### src/rtl/pwm_capture_nbit_pkg.sv
// Shared definitions for the PWM input capture unit: control SFR layout and
// a helper that builds the control-register hardware update words.
package pwm_capture_nbit_pkg;

  // Width of the defined part of the control SFR; upper bits are reserved.
  localparam int CAP_CTRL_W   = 11;

  // Bit positions inside the control SFR.
  localparam int CTRL_ON      = 0;
  localparam int CTRL_POL     = 1;
  localparam int CTRL_RST     = 2;
  localparam int CTRL_MODE    = 3;
  localparam int CTRL_PERC_EN = 4;
  localparam int CTRL_HIC_EN  = 5;
  localparam int CTRL_OVF_EN  = 6;
  localparam int CTRL_PERC_F  = 8;
  localparam int CTRL_HIC_F   = 9;
  localparam int CTRL_OVF_F   = 10;

  // Control SFR fields, LSB last. rst is hardware-cleared, *_f hardware-set.
  typedef struct packed {
    logic ovf_f;
    logic hic_f;
    logic perc_f;
    logic rsvd7;
    logic ovf_en;
    logic hic_en;
    logic perc_en;
    logic mode;
    logic rst;
    logic pol;
    logic on;
  } cap_ctrl_t;

  // Builds a control word carrying only the fields hardware may touch.
  function automatic cap_ctrl_t ctrl_flags(input logic rst_b, input logic perc_b,
                                           input logic hic_b, input logic ovf_b);
    cap_ctrl_t c;
    c        = '0;
    c.rst    = rst_b;
    c.perc_f = perc_b;
    c.hic_f  = hic_b;
    c.ovf_f  = ovf_b;
    return c;
  endfunction

endpackage

### src/rtl/pwm_capture_nbit_sync_edge_det.sv
// Input conditioning for capture/timer-gate inputs: multi-flop synchronizer,
// polarity inversion and registered single-cycle rise/fall pulses.
module cap_sync_edge_det #(
  parameter int SYNC_STAGES = 2
) (
  input  logic i_clk,
  input  logic i_rst_n,
  input  logic i_clk_en,
  input  logic i_async,
  input  logic i_pol,
  output logic o_rise,
  output logic o_fall
);

  logic [SYNC_STAGES-1:0] r_sync;
  logic                   r_prev;
  logic                   r_rise;
  logic                   r_fall;
  logic                   w_lvl;

  // Synchronizer chain; r_sync[0] is the metastability-exposed stage.
  always_ff @(posedge i_clk or negedge i_rst_n) begin
    if (!i_rst_n) begin
      r_sync <= '0;
    end else if (i_clk_en) begin
      r_sync <= {r_sync[SYNC_STAGES-2:0], i_async};
    end
  end

  // Polarity applied after synchronization so pol changes act like input edges.
  assign w_lvl = r_sync[SYNC_STAGES-1] ^ i_pol;

  // Edge detector with registered pulses, one cycle wide.
  always_ff @(posedge i_clk or negedge i_rst_n) begin
    if (!i_rst_n) begin
      r_prev <= 1'b0;
      r_rise <= 1'b0;
      r_fall <= 1'b0;
    end else if (i_clk_en) begin
      r_prev <= w_lvl;
      r_rise <= w_lvl & ~r_prev;
      r_fall <= ~w_lvl & r_prev;
    end
  end

  assign o_rise = r_rise;
  assign o_fall = r_fall;

endmodule

### src/rtl/pwm_capture_nbit.sv
// PWM input capture: measures period (rise to rise) and high time (rise to
// fall) in clock cycles and publishes results through SFR hw_up/hw_val ports.
module pwm_capture_nbit
  import pwm_capture_nbit_pkg::*;
#(
  parameter int DATA_WIDTH  = 32,
  parameter int N           = 16,
  parameter int SYNC_STAGES = 2
) (
  input  logic                  sys_clk,
  input  logic                  sys_rst_n,
  input  logic                  sys_clk_en,
  input  logic                  pwm_in,
  input  logic [DATA_WIDTH-1:0] cap_ctrl,
  output logic [DATA_WIDTH-1:0] hw_up_cap_ctrl,
  output logic [DATA_WIDTH-1:0] hw_val_cap_ctrl,
  output logic [DATA_WIDTH-1:0] hw_up_cap_per,
  output logic [DATA_WIDTH-1:0] hw_val_cap_per,
  output logic [DATA_WIDTH-1:0] hw_up_cap_hi,
  output logic [DATA_WIDTH-1:0] hw_val_cap_hi,
  output logic                  per_cap_event,
  output logic                  hi_cap_event,
  output logic                  ovf_event
);

  typedef enum logic [2:0] {
    S_IDLE, S_WAIT_RISE, S_HIGH, S_LOW, S_DONE
  } cap_state_e;

  cap_ctrl_t  w_ctrl;
  logic       w_unused_ctrl;
  logic       w_rise, w_fall, w_sat;
  logic       w_cap_hi, w_cap_per, w_ovf;
  logic [N-1:0] w_cnt_inc, w_cnt_next;
  cap_state_e w_state_next;

  cap_state_e r_state;
  logic [N-1:0] r_cnt, r_hval, r_pval;
  logic       r_hi_pulse, r_per_pulse, r_ovf_pulse, r_rst_up;

  assign w_ctrl        = cap_ctrl[CAP_CTRL_W-1:0];
  assign w_unused_ctrl = ^{cap_ctrl[DATA_WIDTH-1:CAP_CTRL_W], w_ctrl.rsvd7,
                           w_ctrl.perc_f, w_ctrl.hic_f, w_ctrl.ovf_f};

  cap_sync_edge_det #(.SYNC_STAGES(SYNC_STAGES)) u_sync (
    .i_clk    (sys_clk),
    .i_rst_n  (sys_rst_n),
    .i_clk_en (sys_clk_en),
    .i_async  (pwm_in),
    .i_pol    (w_ctrl.pol),
    .o_rise   (w_rise),
    .o_fall   (w_fall)
  );

  assign w_sat     = (r_cnt == '1);
  assign w_cnt_inc = w_sat ? r_cnt : r_cnt + N'(1);

  // Next state / counter; priority off > rst > edge > overflow.
  always_comb begin
    w_state_next = r_state;
    w_cnt_next   = r_cnt;
    w_cap_hi     = 1'b0;
    w_cap_per    = 1'b0;
    w_ovf        = 1'b0;
    if (!w_ctrl.on) begin
      w_state_next = S_IDLE;
      w_cnt_next   = '0;
    end else if (w_ctrl.rst) begin
      w_state_next = S_WAIT_RISE;
      w_cnt_next   = '0;
    end else begin
      case (r_state)
        S_IDLE: begin
          w_state_next = S_WAIT_RISE;
          w_cnt_next   = '0;
        end
        S_WAIT_RISE: begin
          if (w_rise) begin
            w_state_next = S_HIGH;
            w_cnt_next   = N'(1);
          end else begin
            w_cnt_next   = '0;
          end
        end
        S_HIGH: begin
          if (w_rise) begin
            w_cnt_next   = N'(1);
          end else if (w_fall) begin
            w_state_next = S_LOW;
            w_cap_hi     = 1'b1;
            w_cnt_next   = w_cnt_inc;
          end else if (w_sat) begin
            w_ovf        = 1'b1;
            w_state_next = S_WAIT_RISE;
            w_cnt_next   = '0;
          end else begin
            w_cnt_next   = w_cnt_inc;
          end
        end
        S_LOW: begin
          if (w_rise) begin
            w_cap_per    = 1'b1;
            w_state_next = w_ctrl.mode ? S_DONE : S_HIGH;
            w_cnt_next   = w_ctrl.mode ? '0 : N'(1);
          end else if (w_sat) begin
            w_ovf        = 1'b1;
            w_state_next = S_WAIT_RISE;
            w_cnt_next   = '0;
          end else begin
            w_cnt_next   = w_cnt_inc;
          end
        end
        S_DONE: begin
          w_cnt_next = '0;
        end
        default: begin
          w_state_next = S_IDLE;
          w_cnt_next   = '0;
        end
      endcase
    end
  end

  // State, counter, captured values and one-cycle publication pulses.
  always_ff @(posedge sys_clk or negedge sys_rst_n) begin
    if (!sys_rst_n) begin
      r_state     <= S_IDLE;
      r_cnt       <= '0;
      r_hval      <= '0;
      r_pval      <= '0;
      r_hi_pulse  <= 1'b0;
      r_per_pulse <= 1'b0;
      r_ovf_pulse <= 1'b0;
      r_rst_up    <= 1'b0;
    end else if (sys_clk_en) begin
      r_state     <= w_state_next;
      r_cnt       <= w_cnt_next;
      if (w_cap_hi)  r_hval <= r_cnt;
      if (w_cap_per) r_pval <= r_cnt;
      r_hi_pulse  <= w_cap_hi;
      r_per_pulse <= w_cap_per;
      r_ovf_pulse <= w_ovf;
      r_rst_up    <= w_ctrl.rst;
    end
  end

  // SFR update words: results sit in the low N bits, rest reads as zero.
  always_comb begin
    hw_up_cap_ctrl  = '0;
    hw_val_cap_ctrl = '0;
    hw_up_cap_per   = '0;
    hw_val_cap_per  = '0;
    hw_up_cap_hi    = '0;
    hw_val_cap_hi   = '0;
    hw_up_cap_ctrl[CAP_CTRL_W-1:0]  = ctrl_flags(r_rst_up, r_per_pulse, r_hi_pulse, r_ovf_pulse);
    hw_val_cap_ctrl[CAP_CTRL_W-1:0] = ctrl_flags(1'b0, r_per_pulse, r_hi_pulse, r_ovf_pulse);
    hw_up_cap_per[N-1:0]  = {N{r_per_pulse}};
    hw_val_cap_per[N-1:0] = r_pval;
    hw_up_cap_hi[N-1:0]   = {N{r_hi_pulse}};
    hw_val_cap_hi[N-1:0]  = r_hval;
  end

  assign per_cap_event = r_per_pulse & w_ctrl.perc_en;
  assign hi_cap_event  = r_hi_pulse  & w_ctrl.hic_en;
  assign ovf_event     = r_ovf_pulse & w_ctrl.ovf_en;

endmodule

### config.mk
export PLATFORM = sky130hd
export DESIGN_NAME = pwm_capture_nbit
export DESIGN_NICKNAME = d
export VERILOG_FILES = /design/src/rtl/pwm_capture_nbit_pkg.sv /design/src/rtl/pwm_capture_nbit_sync_edge_det.sv /design/src/rtl/pwm_capture_nbit.sv
export SDC_FILE = /design/constraint.sdc
export NUM_CORES = 1
export LEC_CHECK = 0
export BUFFER_PORTS_ARGS = -buffer_cell sky130_fd_sc_hd__buf_4
export CORE_UTILIZATION = 41
export CTS_CLUSTER_DIAMETER = 40
export CTS_CLUSTER_SIZE = 30
export DETAILED_ROUTE_END_ITERATION = 12
export PLACE_DENSITY = 0.74
export SETUP_SLACK_MARGIN = 0.2
export SYNTH_ARGS = -nofsm -noshare
export SYNTH_HDL_FRONTEND = slang
export SYNTH_SLANG_ARGS = --single-unit
### constraint.sdc
create_clock -name sys_clk -period 2.2 [get_ports sys_clk]
set_clock_uncertainty 0.1 [all_clocks]
set_input_delay 0.22 -clock sys_clk [delete_from_list [all_inputs] [get_ports sys_clk]]
set_output_delay 0.22 -clock sys_clk [all_outputs]
set_load 0.03 [all_outputs]
After elaboration in Yosys (flattened, before gate mapping)

Index checks and enable logic that the tools add are counted.

Register bits: 60
Input bits: 36

Reductions and logical operators: 4
Bitwise gates (word level): 8
Multiplexer cells: 35
Add/sub/neg operators: 1
Equality and inequality tests: 8

Operators by type and width:

| cell                    | number |
|---|---|
| $mux W16                | 7 |
| $pmux W16 S3            | 1 |
| $mux W3                 | 8 |
| $mux W1                 | 17 |
| $add A16 B1 Y16 const B | 1 |
| $eq A16 B16 Y1 const B  | 1 |
| $pmux W3 S5             | 1 |
| $eq A3 B2 Y1 const B    | 2 |
| $and A1 B1 Y1           | 5 |
| $ne A4 B3 Y1 const B    | 1 |
| $ne A4 B4 Y1 const B    | 1 |
| $reduce_and A2 Y1       | 2 |
| $reduce_and A4 Y1       | 1 |
| $eq A3 B1 Y1 const B    | 1 |
| $eq A3 B3 Y1 const B    | 1 |
| $logic_not A3 Y1        | 1 |
| $ne A3 B3 Y1 const B    | 1 |
| $not A1 Y1              | 2 |
| $pmux W1 S2             | 1 |
| $xor A1 B1 Y1           | 1 |

Longest topological paths before layout

Gate-level depths: netlist of the first run.

Depth after elaboration: 8
Gate-level depth with buffers: 10
Mapped depth without buffers: 9

By module

A second synthesis of the first run with hierarchy kept.

Cells, all modules: 426
Area total of the unflattened synthesis: 4083.9 sq um

Modules (own cells, without submodules):

| module            | area an instance (sq um) | sequential area each (sq um) | cells each | times used |
|---|---|---|---|---|
| pwm_capture_nbit  | 3868.7                   | 1376.3                       | 410        | 1 |
| cap_sync_edge_det | 215.2                    | 125.1                        | 16         | 1 |

Worst setup path before layout of the first run

Ideal clock, no wire load.

Kind: register -> register
Start: register r_cnt[1]
End: register r_cnt[0]
Setup time: 110 ps
Cell stages (with the launch flop): 11
Setup slack: -209 ps
Data arrival time: 2199 ps
Cell sequence: dfrtp_1 ha_1 and3_1 and4_4 inv_2 buf_6 ha_1 o21ai_0 a32o_1 a32oi_1 o41ai_1

Word-level cells in the longest chain between the ends: 8
Elaborated cells on any way between the ends: 9
Classes of those cells: 1 x eq/ne; 8 x mux

Ends and longest elaborated chain:

| item                     | line                                            | source |
|---|---|---|
| start: declaration       | pwm_capture_nbit.sv:38                          | `logic [N-1:0] r_cnt, r_hval, r_pval;` |
| start signal: assignment | pwm_capture_nbit.sv:137                         | `r_cnt <= w_cnt_next;` |
| $eq A16 B16 Y1 *         | pwm_capture_nbit.sv:55                          | `assign w_sat = (r_cnt == '1);` |
| $mux W16                 | pwm_capture_nbit.sv:56                          | `assign w_cnt_inc = w_sat ? r_cnt : r_cnt + N'(1);` |
| $mux W16                 | pwm_capture_nbit.sv:92, pwm_capture_nbit.sv:105 |  |
| $mux W16                 | pwm_capture_nbit.sv:88                          | `end else if (w_fall) begin` |
| $mux W16                 | pwm_capture_nbit.sv:86                          | `if (w_rise) begin` |
| $pmux W16 S3 *           | pwm_capture_nbit.sv:72                          | `case (r_state)` |
| $mux W16 *               | pwm_capture_nbit.sv:68                          | `end else if (w_ctrl.rst) begin` |
| $mux W16 *               | pwm_capture_nbit.sv:65                          | `if (!w_ctrl.on) begin` |

Mark *: on every way between the ends. The rest lies on a longest branch, timed or not.
A chain may end at the register's enable or synchronous reset.

Worst setup path in the final report of the first run

Start: register r_cnt[13]
End: register r_cnt[0]

The elaborated chain is that of the path after synthesis.

==> results.md, run 1 <==
- Reg2reg start: r_cnt[13]$_DFFE_PN0P_
- Buffers and inverters on the worst path: 1
- Routed wire length: 7820 microns
- Met3 wirelength from detailed routing: 625 microns
- # DRC: 0
- Most common cell in the netlist: buf_4
- Crit-path cells: and4_1, and4_4, inv_4, ha_4, o21ai_2, a32o_2, a32oi_2, o41ai_2
- Via count: 2,845
- DRT met1 WL: 3190 microns
- Relative slew margins: 0.503
- CP Launch Point: r_cnt[13]$_DFFE_PN0P_
- TritonRoute pass-1 iters: 5
- Number of global-route vias before repair: 2,420
- Share of layout cells above drive strength 1: 0.317
- Non-Filler Cell Area, Final: 0.00450 sq mm
- Slew @ Worst Pin: 0.746 ns
- Diode count: 0
- Post-DRT Antenna Nets: 0
- Slowest-stage cell, CP: dfrtp_1
- #FFs+latches synth: 60
- Clock Root Buffer: clkbuf_8
- Worst-path clk slew: 0.06 ns
- Clock Latency Late Sink: 0.34 ns
- Sequential area share after synthesis: 0.372
- Critical path capture point type: flip-flop
- Startpoint types: flip-flop
- Yosys top cell area share: 0.372
- Clk sinks: 60
- Die area: 0.0103 sq mm
- Synth top area cells: dfrtp_1 37%, buf_4 30%, nand2_1 5.7%
- Fin nets: 549
- Std-Cell Rows: 35
- Gr usage total: 0.148
- Most used DFF post-synth: dfrtp_1
- Max Root-Sink Buffers: 2
- Pins over their slew limit: 0
- WL per Instance: 12.1 microns
- CP max stage delay: 0.43 ns
- Ys Warns: 0
- 1st-iter DRT viols: 180
- Die Y: 101 microns
- Final Cycle Share: 0.918
- Post-synth EDFFs: 0
- Yosys top cell by area: dfrtp_1
- Boundary pin count: 231
- Final min period: 2.02 ns
- PD cells: 592 mW/mm^2
- Syn Area/Cell: 9.16 sq um
- GPL Wtd Cong: 0.846
- FFs w/ async S/R, synth: 1.00
- Synth cell types: 49
- H-tree depth: 3
- Routed wl met2: 3890 microns
- Via density: 4.42
- RSZ-0062 raised after global routing: true
- CP Class: reg2reg
- Mapped Area: 0.00404 sq mm
- Final hold violation count: 0
- Synth Instances: 441
- Largest net degree at the start of global routing: 61
- Global-route wire length before repair: 11,700 microns
- Area occupied by multi-input gates: 0.00173 sq mm
- Maximum clock rate: 495 MHz
- Worst EP arrival: 2.13 ns
- CTS Buf Count: 9
- Sequential Area: 0.00150 sq mm
- Dpl hpwl: 5610 microns
- DP Area: 0.00420 sq mm
- Data required, critical path: 2.31 ns
- Initial core utilization: 0.431
- Max Used Layer: met4
- Hold Path Class: in2reg
- Initial antenna violation count: 0
- Max Cap Violations: 0
- Commonest cells in the netlist: 163 x buf_4, 61 x nand2_1, 60 x dfrtp_1, 20 x o21ai_0, 17 x mux2_2
- CP top delay family: compound AO/OA/AOI/OAI gates
- Core ar.: 0.00937 sq mm
- Chip width: 101 microns
- Fillers: 873
- HP Start: pwm_in
- Peak VDD IR: 0.282 mV
- Worst-path fanout max: 6
- Grt total ovfl: 0
- Final setup viols: 0
- Cell leakage power: 2.44 nW
- Outcome: completed
- IO buf count: 84
- TritonCTS clock tree: built
- Tot Pwr: 2.66 mW
- Area grow syn2layout: 11.3%
-- state kept, by name, indices dropped and copies added, names as in the netlist --
register and count:
r_cnt 16, r_hi_pulse 1, r_hval 16, r_ovf_pulse 1, r_per_pulse 1, r_pval 16
r_rst_up 1, r_state 3, u_sync.o_fall 1, u_sync.o_rise 1, u_sync.r_prev 1, u_sync.r_sync 2
-- cells by family after synthesis --
kind of cell	Yosys count	share of synthesized area
buf+inv	184	0.325
mux	19	0.0536
simple gates	110	0.132
other cells	1	0.000928
flops	60	0.372
compound gates	63	0.106
xor+xnor	2	0.00434
fa+ha+maj	2	0.00619
-- path summary, 6_finish.rpt --
check                                               end  slack, ns  cells past startpoint
setup / recovery                   r_cnt[0]$_DFFE_PN0P_       0.18                      8
hold / removal             u_sync.r_sync[0]$_DFFE_PN0P_       0.02                      2
setup reg to reg                   r_cnt[0]$_DFFE_PN0P_       0.18                      8
hold reg to reg                   r_hval[9]$_DFFE_PN0P_       0.38                      2
max in group asynchronous        r_state[2]$_DFFE_PN0P_       1.11                      2
min in group asynchronous         r_cnt[14]$_DFFE_PN0P_       0.39                      2
-- layer usage --
layer,vias to the layer above,track usage
met4,0,0.0602
met5,-,0
li1,1340,-
met1,1334,0.187
met3,12,0.0380
met2,159,0.243
-- layout by cell type (no fill, tap or decap), drive strengths merged, types with 2 or more instances in the layout --
master / instances
a21o: 5
nand4: 3
o31ai: 3
nor3: 2
a32o: 3
a31oi: 8
buf: 112
mux2: 18
conb: 121
dfrtp: 60
clkinv: 3
nor4: 2
ha: 2
and3: 5
and2: 4
nand2: 61
o21ai: 22
nor2: 7
nand3: 10
a22o: 3
and4: 6
nand2b: 3
inv: 10
clkbuf: 11
nor3b: 3
xnor2: 2
a21oi: 11
-- metrics by stage --
step | instances | hold slack, ns | setup slack (ns) | setup TNS, ns | util
2_1_floorplan | 561 | -0.176 | 0.0115 | 0 | -
3_3_place_gp | 623 | 0.230 | 0.110 | 0 | 0.448
3_5_place_dp | 623 | 0.240 | -0.00173 | -0.00173 | 0.448
4_1_cts | 642 | 0.00985 | 0.111 | 0 | 0.475
5_1_grt | 644 | 0.0114 | 0.126 | 0 | 0.480
6_report | 644 | 0.0187 | 0.180 | 0 | 0.480
-- area by class of cell --
| type | instances | area share |
|---|---|---|
| sequential | 60 | 0.334 |
| clock inverter | 4 | 0.0109 |
| clock buffer | 11 | 0.0337 |
| multi-input combinational | 317 | 0.386 |
| timing repair buffer | 113 | 0.191 |
| tap | 129 | 0.0359 |
| inverter | 10 | 0.00891 |
-- power breakdown --
group	leakage [nW]	switching [mW]	internal [mW]
combinational	1.51	0.416	0.0940
clock	0.105	0.421	0.576
sequential	0.822	0.0246	1.13
total	2.44	0.861	1.80
-- worst register-to-register path: cells and delay by family (launching register included) --
family                     cells  cell delay, ns
AOI/OAI and AO/OA              4            0.54
adders and majority gates      1            0.25
buffers and inverters          1            0.04
DFF                            1            0.43
and+or+nand+nor                2            0.53
-- repair_timing --
item,CTS,global route
pin swaps,8,2
hold endpoints to repair,60,0
hold buffers,1,0
buffers inserted,3,1
gates resized for setup,3,9
setup endpoints to repair,7,14
gates cloned,0,1
No activity file was read; power rests on OpenSTA's default activity.
==> inputs of run 2 (changes only) <==
--- a/config.mk
+++ b/config.mk
@@ -6,12 +6,14 @@
 export NUM_CORES = 1
 export LEC_CHECK = 0
 export BUFFER_PORTS_ARGS = -buffer_cell sky130_fd_sc_hd__buf_4
+export CORE_ASPECT_RATIO = 0.7
 export CORE_UTILIZATION = 41
 export CTS_CLUSTER_DIAMETER = 40
 export CTS_CLUSTER_SIZE = 30
 export DETAILED_ROUTE_END_ITERATION = 12
 export PLACE_DENSITY = 0.74
-export SETUP_SLACK_MARGIN = 0.2
+export REMOVE_ABC_BUFFERS = 1
+export SETUP_SLACK_MARGIN = 0.4
 export SYNTH_ARGS = -nofsm -noshare
 export SYNTH_HDL_FRONTEND = slang
 export SYNTH_SLANG_ARGS = --single-unit
==> run 2 against run 1 <==
Utilization up 2.4 points; combinational power down 2%; clock power up 37%; routed wire length up 7.0%; global-route usage up 0.90 points.
==> results.md, run 2 (synthesized netlist as in run 1, its figures left out) <==
- WHS: 0.0267 ns (+0.00809 ns)
- Chip width: 121 microns (+19%)
- Hold Path Class: in2reg
- WL per Instance: 13.0 microns (+7.0%)
- Boundary pin count: 231 (unchanged)
- Routed wire length: 8360 microns (+7.0%)
- Crit-path cells: ha_4, and3_4, and4_4, inv_2, buf_4, o21ai_4, o21ai_1, a21bo_2
- Cells on Worst Hold Path: 2 (unchanged)
- Outcome: completed
- Peak VDD IR: 0.376 mV (+34%)
- Clk sinks: 60 (unchanged)
- Max Cap Violations: 0 (unchanged)
- Slowest-stage cell, CP: dfrtp_1
- Die area: 0.0103 sq mm (about the same)
- Final hold violation count: 0 (unchanged)
- TritonRoute pass-1 iters: 5 (unchanged)
- Via density: 4.49 (+1.6%)
- Clock Root Buffer: clkbuf_16
- Grt total ovfl: 0 (unchanged)
- Slew @ Worst Pin: 0.744 ns (-0.00145 ns)
- Std-Cell Rows: 29 (-17%)
- 1st-iter DRT viols: 177 (-1.7%)
- Register-to-Register Path Depth: 8 (unchanged)
- Final Cycle Share: 0.940 (+0.0215)
- Maximum clock rate: 484 MHz (-2.3%)
- Initial antenna violation count: 0 (unchanged)
- Fin nets: 555 (+1.1%)
- Final min period: 2.07 ns (+0.0473 ns)
- Most frequent cells in the layout: 121 x conb_1, 113 x buf_4, 59 x dfrtp_1
- Worst-path clk slew: 0.05 ns (about the same)
- Global-route wire length before repair: 12,300 microns (+4.9%)
- Dpl hpwl: 5820 microns (+3.7%)
- Clock Latency Late Sink: 0.32 ns (-0.02 ns)
- Gr usage total: 0.158 (+0.00905)
- CTS Buf Count: 9 (unchanged)
- Largest net degree at the start of global routing: 61 (unchanged)
- CP max stage delay: 0.40 ns (-0.03 ns)
- Critical path capture point type: flip-flop
- DP Area: 0.00420 sq mm (about the same)
- # DRC: 0 (unchanged)
- Top Registers: r_cnt x16, r_hval x16, r_pval x16
- Cell leakage power: 2.52 nW (+3.5%)
- PD cells: 646 mW/mm^2 (+9.3%)
- Commonest non-fill, non-tap cell in the layout: conb_1
- Worst-path fanout max: 12 (+6)
- CP Class: reg2reg
- TritonCTS clock tree: built
- Number of global-route vias before repair: 2,417 (-0.12%)
- Core ar.: 0.00933 sq mm (-0.49%)
- Die Y: 85.1 microns (-16%)
- H-tree depth: 3 (unchanged)
- Setup ws final: 0.133 ns (-0.0473 ns)
- Via count: 2,891 (+1.6%)
- Share of layout cells above drive strength 1: 0.333 (+0.0162)
- Non-Filler Cell Area, Final: 0.00469 sq mm (+4.4%)
- Startpoint types: flip-flop
- Diode count: 0 (unchanged)
- Data required, critical path: 2.32 ns (about the same)
- Worst EP arrival: 2.18 ns (+0.05 ns)
- RSZ-0062 raised after global routing: true
- Initial core utilization: 0.433 (+0.00214)
- Area grow syn2layout: 16.2%
- Max Root-Sink Buffers: 2 (unchanged)
- Post-DRT Antenna Nets: 0 (unchanged)
- Relative slew margins: 0.504 (+0.000966)
- GPL Wtd Cong: 0.867 (+2.4%)
- Pins over their slew limit: 0 (unchanged)
- Final setup viols: 0 (unchanged)
- Setup slack at placement: -0.0241 ns (-0.0224 ns)
- IO buf count: 84 (unchanged)
## run 2: metrics by stage
stage               power, mW  setup TNS, ns  instances   util
global placement         1.65              0        622  0.451
CTS                      3.05              0        641  0.492
global route             3.15              0        644  0.503
floorplan                1.56         -67.55        387      -
detailed placement       1.65        -0.0241        622  0.451
finish                   3.03              0        644  0.503
## run 2: what timing repair did
action	4_1_cts	5_1_grt
setup buffers	3	3
pin swaps	11	9
gates resized for setup	13	22
hold buffers	1	0
setup endpoints to repair	34	47
cloned	1	0
endpoints found under the hold margin	60	0
## run 2: final cells by class
cell class / count / area (sq um)
fillers: 835 / 4630
clock buffers: 12 / 256
inverters: 10 / 37.5
multi-input cells: 317 / 1790
well taps: 124 / 155
clock inverters: 2 / 35.0
flip-flops and latches: 60 / 1500
repair buffers: 119 / 918
## run 2: report_power, final
part | internal, mW | switching (mW)
Sequential | 1.13 | 0.0322
Clock | 0.921 | 0.448
Combinational | 0.0922 | 0.409
Total | 2.15 | 0.889
## run 2: path summary, 6_finish.rpt
check	start	end	slack, ns
max in group asynchronous	sys_rst_n	r_state[1]$_DFFE_PN0P_	1.05
setup / recovery	r_cnt[0]$_DFFE_PN0P_	r_cnt[11]$_DFFE_PN0P_	0.13
hold reg to reg	r_hval[12]$_DFFE_PN0P_	r_hval[12]$_DFFE_PN0P_	0.37
hold / removal	pwm_in	u_sync.r_sync[0]$_DFFE_PN0P_	0.03
min in group asynchronous	sys_rst_n	r_pval[11]$_DFFE_PN0P_	0.41
setup reg to reg	r_cnt[0]$_DFFE_PN0P_	r_cnt[11]$_DFFE_PN0P_	0.13
## run 2: critical path: cells and delay by family (launching register included)
family	cells	cell delay (ns)
buf+inv	2	0.25
flops	1	0.40
fa+ha+maj	1	0.17
simple gates	2	0.39
compound gates	3	0.66
## run 2: layer usage
metal  track usage  part of all wire
met3        0.0551              0.11
met4        0.0730             0.020
met2         0.226              0.46
met1         0.213              0.41
met5             0                 0
